File: src/rtl/mul8_seq_if.sv
// Handshake bundle for the sequential 8x8 multiplier.
//   in_valid/in_ready  : operand pair handshake (a, b)
//   out_valid/out_ready: product handshake (product)
//   busy               : multiplier is in RUN or DONE
// slave modport is the multiplier side, master the requester/consumer side.
interface mul8_seq_if;
  logic        in_valid;
  logic        in_ready;
  logic [7:0]  a;
  logic [7:0]  b;
  logic        out_valid;
  logic        out_ready;
  logic [15:0] product;
  logic        busy;

  modport slave (
    input  in_valid, a, b, out_ready,
    output in_ready, out_valid, product, busy
  );

  modport master (
    output in_valid, a, b, out_ready,
    input  in_ready, out_valid, product, busy
  );
endinterface

File: src/rtl/mul8_seq.sv
// Sequential 8x8 unsigned shift-add multiplier.
//   adder8  : 8-bit ripple-carry adder, one full-adder cell per bit.
//   mul8_seq: accepts (a, b), runs 8 shift-add iterations through a single
//             adder8 instance, then presents the 16-bit product until taken.
// Ports (mul8_seq):
//   clk   - rising-edge clock
//   rst_n - asynchronous active-low reset
//   bus   - mul8_seq_if.slave (in/out handshakes, operands, product, busy)

module adder8 (
  input  logic [7:0] x,
  input  logic [7:0] y,
  input  logic       ci,
  output logic [7:0] sum,
  output logic       co
);
  logic [8:0] c;

  assign c[0] = ci;

  for (genvar i = 0; i < 8; i++) begin : g_fa
    assign sum[i]  = x[i] ^ y[i] ^ c[i];
    assign c[i+1]  = (x[i] & y[i]) | (c[i] & (x[i] ^ y[i]));
  end

  assign co = c[8];
endmodule

module mul8_seq (
  input  logic       clk,
  input  logic       rst_n,
  mul8_seq_if.slave  bus
);
  typedef enum logic [1:0] {IDLE, RUN, DONE} state_t;

  state_t      state, state_nxt;
  logic [7:0]  mcand;
  logic [7:0]  hi;
  logic [7:0]  lo;
  logic [2:0]  cnt;
  logic [15:0] product_q;

  logic [7:0]  addend;
  logic [7:0]  sum;
  logic        c;
  logic [15:0] shifted;
  logic        accept;

  // Partial product for this iteration: add the multiplicand only when the
  // current multiplier bit (lo[0]) is set.
  assign addend = lo[0] ? mcand : 8'd0;

  adder8 u_add (
    .x   (hi),
    .y   (addend),
    .ci  (1'b0),
    .sum (sum),
    .co  (c)
  );

  // 17-bit {c,sum,lo} shifted right by one; the carry-out becomes hi[7] so
  // 255*255 does not lose its top bit.
  assign shifted = {c, sum, lo[7:1]};

  assign accept = (state == IDLE) && bus.in_valid;

  // State register
  always_ff @(posedge clk or negedge rst_n) begin
    if (!rst_n) state <= IDLE;
    else        state <= state_nxt;
  end

  // Next state and handshake outputs
  always_comb begin
    state_nxt     = state;
    bus.in_ready  = 1'b0;
    bus.out_valid = 1'b0;
    bus.busy      = 1'b0;
    case (state)
      IDLE: begin
        bus.in_ready = 1'b1;
        if (bus.in_valid) state_nxt = RUN;
      end
      RUN: begin
        bus.busy = 1'b1;
        if (cnt == 3'd7) state_nxt = DONE;
      end
      DONE: begin
        bus.busy      = 1'b1;
        bus.out_valid = 1'b1;
        if (bus.out_ready) state_nxt = IDLE;
      end
      default: state_nxt = IDLE;
    endcase
  end

  // Datapath. Operands are captured once on accept, so a/b/in_valid activity
  // during RUN/DONE cannot disturb the result.
  always_ff @(posedge clk or negedge rst_n) begin
    if (!rst_n) begin
      mcand     <= 8'd0;
      hi        <= 8'd0;
      lo        <= 8'd0;
      cnt       <= 3'd0;
      product_q <= 16'd0;
    end else begin
      case (state)
        IDLE: begin
          if (accept) begin
            mcand <= bus.a;
            lo    <= bus.b;
            hi    <= 8'd0;
            cnt   <= 3'd0;
          end
        end
        RUN: begin
          {hi, lo} <= shifted;
          cnt      <= cnt + 3'd1;
          // Capture the final value on the last iteration; the register
          // then holds it through DONE and after, until the next result.
          if (cnt == 3'd7) product_q <= shifted;
        end
        default: ;
      endcase
    end
  end

  assign bus.product = product_q;
endmodule

File: src/flat_wrapper.sv
// flat-port wrapper written by rule: the top's interface ports become plain ports
module mul8_seq_flat 
  (clk, rst_n, bus_in_valid, bus_a, bus_b, bus_out_ready, bus_in_ready, bus_out_valid, bus_product, bus_busy);
  mul8_seq_if bus_i ();
  input  logic clk;
  input  logic rst_n;
  input wire logic [$bits(bus_i.in_valid)-1:0] bus_in_valid;
  input wire logic [$bits(bus_i.a)-1:0] bus_a;
  input wire logic [$bits(bus_i.b)-1:0] bus_b;
  input wire logic [$bits(bus_i.out_ready)-1:0] bus_out_ready;
  output wire logic [$bits(bus_i.in_ready)-1:0] bus_in_ready;
  output wire logic [$bits(bus_i.out_valid)-1:0] bus_out_valid;
  output wire logic [$bits(bus_i.product)-1:0] bus_product;
  output wire logic [$bits(bus_i.busy)-1:0] bus_busy;
  assign bus_i.in_valid = bus_in_valid;
  assign bus_i.a = bus_a;
  assign bus_i.b = bus_b;
  assign bus_i.out_ready = bus_out_ready;
  assign bus_in_ready = bus_i.in_ready;
  assign bus_out_valid = bus_i.out_valid;
  assign bus_product = bus_i.product;
  assign bus_busy = bus_i.busy;
  mul8_seq u_core (.clk(clk), .rst_n(rst_n), .bus(bus_i));
endmodule
File: config.mk
export PLATFORM = sky130hd
export DESIGN_NAME = mul8_seq_flat
export DESIGN_NICKNAME = d
export VERILOG_FILES = /design/src/rtl/mul8_seq_if.sv /design/src/rtl/mul8_seq.sv /design/src/flat_wrapper.sv
export SDC_FILE = /design/constraint.sdc
export NUM_CORES = 1
export LEC_CHECK = 0
export CORE_MARGIN = 3
export CORE_UTILIZATION = 50
export CTS_CLUSTER_DIAMETER = 30
export DETAILED_ROUTE_END_ITERATION = 8
export HOLD_SLACK_MARGIN = 0.08
export PLACE_DENSITY = 0.83
export REMOVE_ABC_BUFFERS = 1
export SYNTH_ARGS = -nofsm -noshare
export SYNTH_HDL_FRONTEND = slang
export SYNTH_HIERARCHICAL = 1
export SYNTH_SLANG_ARGS = --single-unit
export TNS_END_PERCENT = 10
File: constraint.sdc
create_clock -name clk -period 4.59 [get_ports clk]
set_clock_uncertainty 0.15 [all_clocks]
set_input_delay 0.6885 -clock clk [delete_from_list [all_inputs] [get_ports clk]]
set_output_delay 0.6885 -clock clk [all_outputs]
set_load 0.02 [all_outputs]
Yosys cells after proc, flatten, opt, wreduce, memory -nomap -nowiden

Index checks and enable logic that the tools add are counted.

$add $sub $neg: 1
Equality and inequality tests: 7
Multiplexer cells: 14
Bitwise gates (word level): 37
Reduce and logical (&&, ||, !) cells: 8

Operators with widths:

| kind                  | count |
|---|---|
| $pmux W8 S2           | 2 |
| $mux W8               | 3 |
| $and A1 B1 Y1         | 15 |
| $xor A1 B1 Y1         | 15 |
| $or A1 B1 Y1          | 7 |
| $mux W2               | 3 |
| $pmux W2 S3           | 1 |
| $pmux W3 S2           | 1 |
| $reduce_and A2 Y1     | 3 |
| $ne A2 B1 Y1 const B  | 2 |
| $ne A2 B2 Y1 const B  | 2 |
| $add A3 B1 Y3 const B | 1 |
| $eq A3 B3 Y1 const B  | 1 |
| $mux W1               | 3 |
| $mux W3               | 1 |
| $reduce_and A3 Y1     | 1 |
| $eq A2 B1 Y1 const B  | 1 |
| $eq A2 B2 Y1 const B  | 1 |
| $logic_not A2 Y1      | 1 |
| $reduce_bool A2 Y1    | 1 |
| $reduce_or A2 Y1      | 1 |
| $logic_and A1 B1 Y1   | 1 |

Flip-flop bits (word level): 45
Output and inout port bits: 19
Word-level logic and storage cells: 73

Longest topological paths before layout

Gate-level depths: netlist of run 1.

Depth after elaboration: 17
Mapped depth: 14
Gate-level depth less buffers: 14

By module

The synthesis of run 1 kept the hierarchy.

By module, submodules not included:

| module   | instances | cells an instance | area an instance (um^2) | seq. area each (um^2) |
|---|---|---|---|---|
| mul8_seq | 1         | 135               | 1874.3                  | 1126.1 |
| adder8   | 1         | 18                | 197.7                   | 0.0 |

Worst setup path before layout of run 1

No wires, ideal clock.

Path type: reg-to-reg
From: register u_core.lo[0]
To: register u_core.product_q[14], in the netlist u_core/bus.product[14]
Setup time: 0.065 ns
Arrival: 3.739 ns
Path slack: 0.636 ns
Stages on the path, launching flop included: 15
Buffers on the path: 0
Cell sequence: dfrtp_1 > and2_1 > fa_1 > inv_1 > fa_1 > inv_1 > fa_1 > fa_1 > fa_1 > fa_1 > fa_1 > inv_1 > fa_1 > inv_1 > mux2_2

Word-level cells in the longest chain between the ends: 15
Elaborated cells on any way between the ends: 28

Ends and longest elaborated chain:

| element                    | line            | text |
|---|---|---|
| start: declaration         | mul8_seq.sv:39  | `logic [7:0] lo;` |
| start signal: assignment   | mul8_seq.sv:111 | `lo <= bus.b;` |
| start signal: assignment   | mul8_seq.sv:117 | `{hi, lo} <= shifted;` |
| $mux W8                    | mul8_seq.sv:51  | `assign addend = lo[0] ? mcand : 8'd0;` |
| net u_core.addend[0]       | mul8_seq.sv:43  | `logic [7:0] addend;` |
| $and A1 B1 Y1 (2 in a row) | mul8_seq.sv:23  | `assign c[i+1] = (x[i] & y[i]) \| (c[i] & (x[i] ^ y[i]));` |
| $or A1 B1 Y1               | mul8_seq.sv:23  |  |
| $and A1 B1 Y1              | mul8_seq.sv:23  |  |
| $or A1 B1 Y1               | mul8_seq.sv:23  |  |
| $and A1 B1 Y1              | mul8_seq.sv:23  |  |
| $or A1 B1 Y1               | mul8_seq.sv:23  |  |
| $and A1 B1 Y1              | mul8_seq.sv:23  |  |
| $or A1 B1 Y1               | mul8_seq.sv:23  |  |
| $and A1 B1 Y1              | mul8_seq.sv:23  |  |
| $or A1 B1 Y1               | mul8_seq.sv:23  |  |
| $and A1 B1 Y1              | mul8_seq.sv:23  |  |
| $or A1 B1 Y1               | mul8_seq.sv:23  |  |
| $xor A1 B1 Y1              | mul8_seq.sv:22  | `assign sum[i] = x[i] ^ y[i] ^ c[i];` |
| net u_core.sum[7]          | mul8_seq.sv:44  | `logic [7:0] sum;` |
| end signal: assignment     | mul8_seq.sv:121 | `if (cnt == 3'd7) product_q <= shifted;` |
| end: declaration           | mul8_seq.sv:41  | `logic [15:0] product_q;` |

The timed path passes the listed nets, and every way through them passes these cells.
A chain may end at the register's enable or synchronous reset.

Worst setup path in the final report of run 1

Ends and elaborated chain as after synthesis.

==> results of run 1 <==
[registers in the layout, summed over array words and instances (netlist names)]
| name | count |
|---|---|
| u_core/bus.product | 16 |
| u_core/cnt | 3 |
| u_core/hi | 8 |
| u_core/lo | 8 |
| u_core/mcand | 8 |
| u_core/state | 2 |
[power by group]
group          internal (mW)  leakage [nW]  switching (mW)
Clock                  0.107        0.0364           0.138
Sequential             0.546         0.575          0.0934
Combinational          0.361         0.584           0.364
[final cells by class]
class / count / area (um2)
well taps: 48 / 60.1
repair buffers: 39 / 383
flip-flops and latches: 45 / 1130
clock buffers: 5 / 68.8
inverters: 14 / 52.6
fillers: 268 / 1250
multi-input cells: 89 / 866
clock inverters: 3 / 22.5
[critical path, stage by stage (launching register included)]
cell and delay (ns):
dfrtp_1 0.45, and2_1 0.19, fa_1 0.41, inv_1 0.07
fa_1 0.16, inv_1 0.05, fa_1 0.38, fa_1 0.40
fa_1 0.39, fa_1 0.39, fa_1 0.36, inv_1 0.07
fa_1 0.40, inv_1 0.07, mux2_2 0.14
[synthesized netlist by cell type (all sizes together)]
cell / instances / share of area (%)
conb: 1 / 0.18
o21ai: 8 / 1.9
ha: 5 / 3.0
inv: 14 / 2.5
o221ai: 1 / 0.72
dfrtp: 45 / 54
nand2b: 1 / 0.30
buf: 5 / 1.3
and2: 9 / 2.7
mux2: 26 / 14
fa: 8 / 7.7
nand2: 10 / 1.8
mux2i: 10 / 5.0
a22o: 10 / 4.2
[how the worst max path moves through the flow]
stage | from | depth (start not counted) | slack [ns] | to
4_1_cts | u_core/lo[0] | 14 | 0.45 | u_core/bus.product[14]
6_report | u_core/lo[0] | 14 | 0.47 | u_core/bus.product[14]
3_3_place_gp | u_core/lo[0] | 14 | 0.56 | u_core/bus.product[14]
2_1_floorplan | u_core/lo[0] | 14 | 0.64 | u_core/bus.product[14]
5_1_grt | u_core/lo[0] | 14 | 0.24 | u_core/bus.product[14]
3_5_place_dp | u_core/lo[0] | 14 | 0.48 | u_core/bus.product[14]
[kinds of logic (layout without fill, tap and decap cells)]
family          Yosys count  count (layout)  share of synthesized area, %
flops                    45              45                          54.3
fa+ha+maj                13              13                          10.7
buf+inv                  19              61                          3.86
mux                      36              36                          19.1
compound gates           19              19                          6.88
other cells               1               1                         0.181
simple gates             20              20                          4.83
[routing by layer]
| layer | up-vias | GRT usage [%] | share of wire (%) | wire length, um |
|---|---|---|---|---|
| li1 | 595 | - | - | - |
| met1 | 651 | 21.3 | 45 | 1690 |
| met2 | 35 | 28.2 | 48 | 1790 |
| met3 | 5 | 4.75 | 6.0 | 226 |
| met4 | 0 | 5.11 | 1.3 | 48 |
| met5 | - | 0 | 0 | 0 |
==> reports/results.ini, run 1 <==
[sta]
period_needed_ns = 4.12
setup_slack_ns = 0.469
max_freq_mhz = 243
slew_violations = 0
rsz0062_at_grt = false
slew_headroom_pct = 36.2
fin_crit_sh_pct = 89.8
setup_violations = 0
timing.hold.ws_ns = 0.360
hold_violations = 0
setup_tns_ns = 0
worst_pin_slew_ns = 0.957

[floorplanning]
num_rows = 22
coreArea_um2 = 3830
die-area_um2 = 4950
die_w_um = 70.4
start_util_pct = 54.2
die_h_um = 70.4
io_pins = 39

[cells_and_area]
layout_commonest_cell = dfrtp_1
fin_area_um2 = 2580
utilization_pct = 67.4
final_cells = 243
n_antenna_cell = 0
drive_gt1_share_pct = 20.0
finalNetCount = 227
final_cell_mix = dfrtp_1 (45), clkdlybuf4s50_1 (37), mux2_2 (26), inv_1 (13)
area_growth_pct = 24.5

[run_status]
status = finished clean

[route]
final_antenna_net_count = 0
via_per_inst = 5.29
drcViolationCount = 0
avgRoutedWirePerCell_um = 15.4
routed_wl_um = 3750
drt-pass1-iter-count = 4
drtIter0Drc = 104
vias = 1286

[pwr]
leakage_nw = 1.20
power_mw = 1.61
power_density_nw_per_um2 = 624
vdd_drop_max_v = 0.000325

[clock_network]
cts_resized = 0
cts_sinks = 45
cts_buffers = 5
h-tree-depth = 2
max-clock-path-buffers = 2
post_cts_buffers = 0
cts_tree = yes
clock-root-buffer = clkbuf_8
postCtsHoldBufs = 0
clk_pin_slew_worst_paths_ns = 0.09
clk_latency_ns = 0.30

[global_routing]
grt_max_degree = 46
gr-total-overflow = 0
grt_pass1_wl_um = 6580
grt_pass1_vias = 1427
antenna_found_initial = 0
grt_usage_pct = 16.9

[synth]
netlist_area_um2 = 2070
synth_seq_cells = 45
netlist_instances = 153
ys_warn_count = 6
syn_avg_cell_area_um2 = 13.5
yosysUniqueCellTypes = 18
ys_seq_area_share_pct = 54.3

[flow_run]
maxCapViolCount = 0

[critical_path]
critPathRequiredTime_ns = 4.68
rrSetupSlack_ns = 0.47
crit_type = reg -> reg
cp_max_fo = 9
critPathCaptureType = flip-flop
reg2reg_to = u_core/bus.product[14]
crit-reg2reg-launch = u_core/lo[0]
reg2reg_depth = 14
critPathLaunchType = flip-flop
worst_ep_arrival_time_ns = 4.21

[min_path]
min_to = u_core/mcand[6]
min_path_cells = 1
hp-start = u_core/mcand[6]
min_path_type = reg -> reg

[place]
place.gp.congestion = 0.796
port_buffers = 38
post-place-ws_ns = 0.478
place_inst = 235
place_area_um2 = 2490
dp_hpwl_um = 2720

Note: power is estimated with default switching activity, not from simulation.
==> run 2: changes to the inputs <==
--- a/config.mk
+++ b/config.mk
@@ -10,7 +10,7 @@
 export CTS_CLUSTER_DIAMETER = 30
 export DETAILED_ROUTE_END_ITERATION = 8
 export HOLD_SLACK_MARGIN = 0.08
-export PLACE_DENSITY = 0.83
+export PLACE_DENSITY = 0.78
 export REMOVE_ABC_BUFFERS = 1
 export SYNTH_ARGS = -nofsm -noshare
 export SYNTH_HDL_FRONTEND = slang
==> run 2 against run 1 <==
Net effect:
- sequential power barely moved
- wire length fell by 0.51%
- core utilization fell by 0.23 points
- hold slack got worse by 0.0045 ns
- clock power fell by 7%
- power fell by 1.1%
- sequential cell count did not move
- die area did not move
- largest power group unchanged
==> reports/results.ini, run 2 (synthesis gave the netlist of run 1 again) <==
[critical_path]
crit_end = u_core/bus.product[14]
crit-reg2reg-launch = u_core/lo[0]
rrSetupSlack_ns = 0.39
crit_type = reg -> reg
critPathCaptureType = flip-flop
worst_ep_arrival_time_ns = 4.28
reg2reg_to = u_core/bus.product[14]
critPathLaunchType = flip-flop
crit_start = u_core/lo[0]
reg2reg_depth = 14
cp_max_fo = 9
critPathRequiredTime_ns = 4.67

[floorplanning]
num_rows = 22
start_util_pct = 54.2
die_h_um = 70.4
io_pins = 39
coreArea_um2 = 3830
die-area_um2 = 4950
die_w_um = 70.4

[pwr]
leakage_nw = 1.20
vdd_drop_max_v = 0.000332
power_density_nw_per_um2 = 620

[route]
via_per_inst = 5.31
drtIter0Drc = 48
drt-pass1-iter-count = 4
vias = 1291
avgRoutedWirePerCell_um = 15.4
routed_wl_um = 3730
final_antenna_net_count = 0
drcViolationCount = 0

[sta]
worst_pin_slew_ns = 0.961
hold_violations = 0
slew_headroom_pct = 35.9
slew_violations = 0
fin_crit_sh_pct = 91.4
max_freq_mhz = 238
setup_violations = 0
setup_tns_ns = 0
period_needed_ns = 4.20
rsz0062_at_grt = false

[min_path]
min_path_type = reg -> reg
min_path_cells = 2

[place]
dp_hpwl_um = 2730
place.gp.congestion = 0.771
port_buffers = 38
place_area_um2 = 2490

[clock_network]
cts_sinks = 45
clk_latency_ns = 0.29
max-clock-path-buffers = 2
post_cts_buffers = 0
cts_tree = yes
clk_pin_slew_worst_paths_ns = 0.08
cts_buffers = 5
h-tree-depth = 2
clock-root-buffer = clkbuf_8
postCtsHoldBufs = 0
cts_resized = 0

[global_routing]
gr-total-overflow = 0
grt_max_degree = 46
grt_pass1_vias = 1379
grt_pass1_wl_um = 6640
antenna_found_initial = 0
grt_usage_pct = 17.0

[cells_and_area]
fill_cells = 276
seq_area_um2 = 1130
multi_input_area_um2 = 866
fin_area_um2 = 2570
area_growth_pct = 24.0
finalNetCount = 227
final_cell_mix = dfrtp_1 (45), clkdlybuf4s50_1 (37), mux2_2 (26), inv_1 (13)
layout_commonest_cell = dfrtp_1
n_antenna_cell = 0
largest_register_ffs = 16
drive_gt1_share_pct = 19.5

[flow_run]
maxCapViolCount = 0

[run_status]
status = finished clean

run 2: cell types whose count changed in the layout (fill, tap and decap cells not counted):
| cell | delta |
|---|---|
| clkinv_2 | +2 |
| clkbuf_1 | +1 |
| clkinvlp_4 | -3 |
run 2: metal layers:
layer  up-vias  GRT usage [%]  part of all wire, %
met3         4           5.04                  5.6
met4         0           5.32                 0.67
met1       651           22.2                   43
li1        600              -                    -
met2        36           27.3                   51
met5         -              0                    0
run 2: per-stage QoR:
stage / cells / total power, mW / hold WS [ns] / utilization, % / setup slack [ns]
after floorplan: 148 / 1.11 / 0.243 / - / 0.636
after global placement: 235 / 1.34 / 0.332 / 65.0 / 0.537
after detailed placement: 235 / 1.38 / 0.343 / 65.0 / 0.408
after CTS: 243 / 1.61 / 0.360 / 67.2 / 0.368
after global routing: 243 / 1.73 / 0.372 / 67.2 / 0.187
final: 243 / 1.59 / 0.356 / 67.2 / 0.393
run 2: area by class of cell:
| type | instances | area share [%] |
|---|---|---|
| Clock inverter | 2 | 0.389 |
| Multi-Input combinational cell | 89 | 33.7 |
| Clock buffer | 6 | 2.82 |
| Inverter | 14 | 2.04 |
| Tap cell | 48 | 2.34 |
| Sequential cell | 45 | 43.8 |
| Timing Repair Buffer | 39 | 14.9 |
run 2: worst min path at each step:
stage                                from               endpoint
CTS                 u_core/bus.product[2]  u_core/bus.product[2]
finish                       u_core/lo[1]           u_core/lo[1]
global route        u_core/bus.product[2]  u_core/bus.product[2]
floorplan                           rst_n  u_core/bus.product[0]
global placement             u_core/lo[3]           u_core/lo[3]
detailed placement  u_core/bus.product[2]  u_core/bus.product[2]
run 2: report_power, final:
part,internal [mW],switching (mW)
Combinational,0.362,0.365
Clock,0.106,0.123
Sequential,0.546,0.0905
Total,1.01,0.578
run 2: worst max-delay path, stage by stage (launching register included):
cell and delay [ns]:
dfrtp_1 0.45, and2_1 0.19, fa_1 0.42, inv_1 0.08, fa_1 0.15, inv_1 0.05, fa_1 0.38, fa_1 0.40
fa_1 0.39, fa_1 0.39, fa_1 0.37, inv_1 0.07, fa_1 0.41, inv_1 0.09, mux2_2 0.14
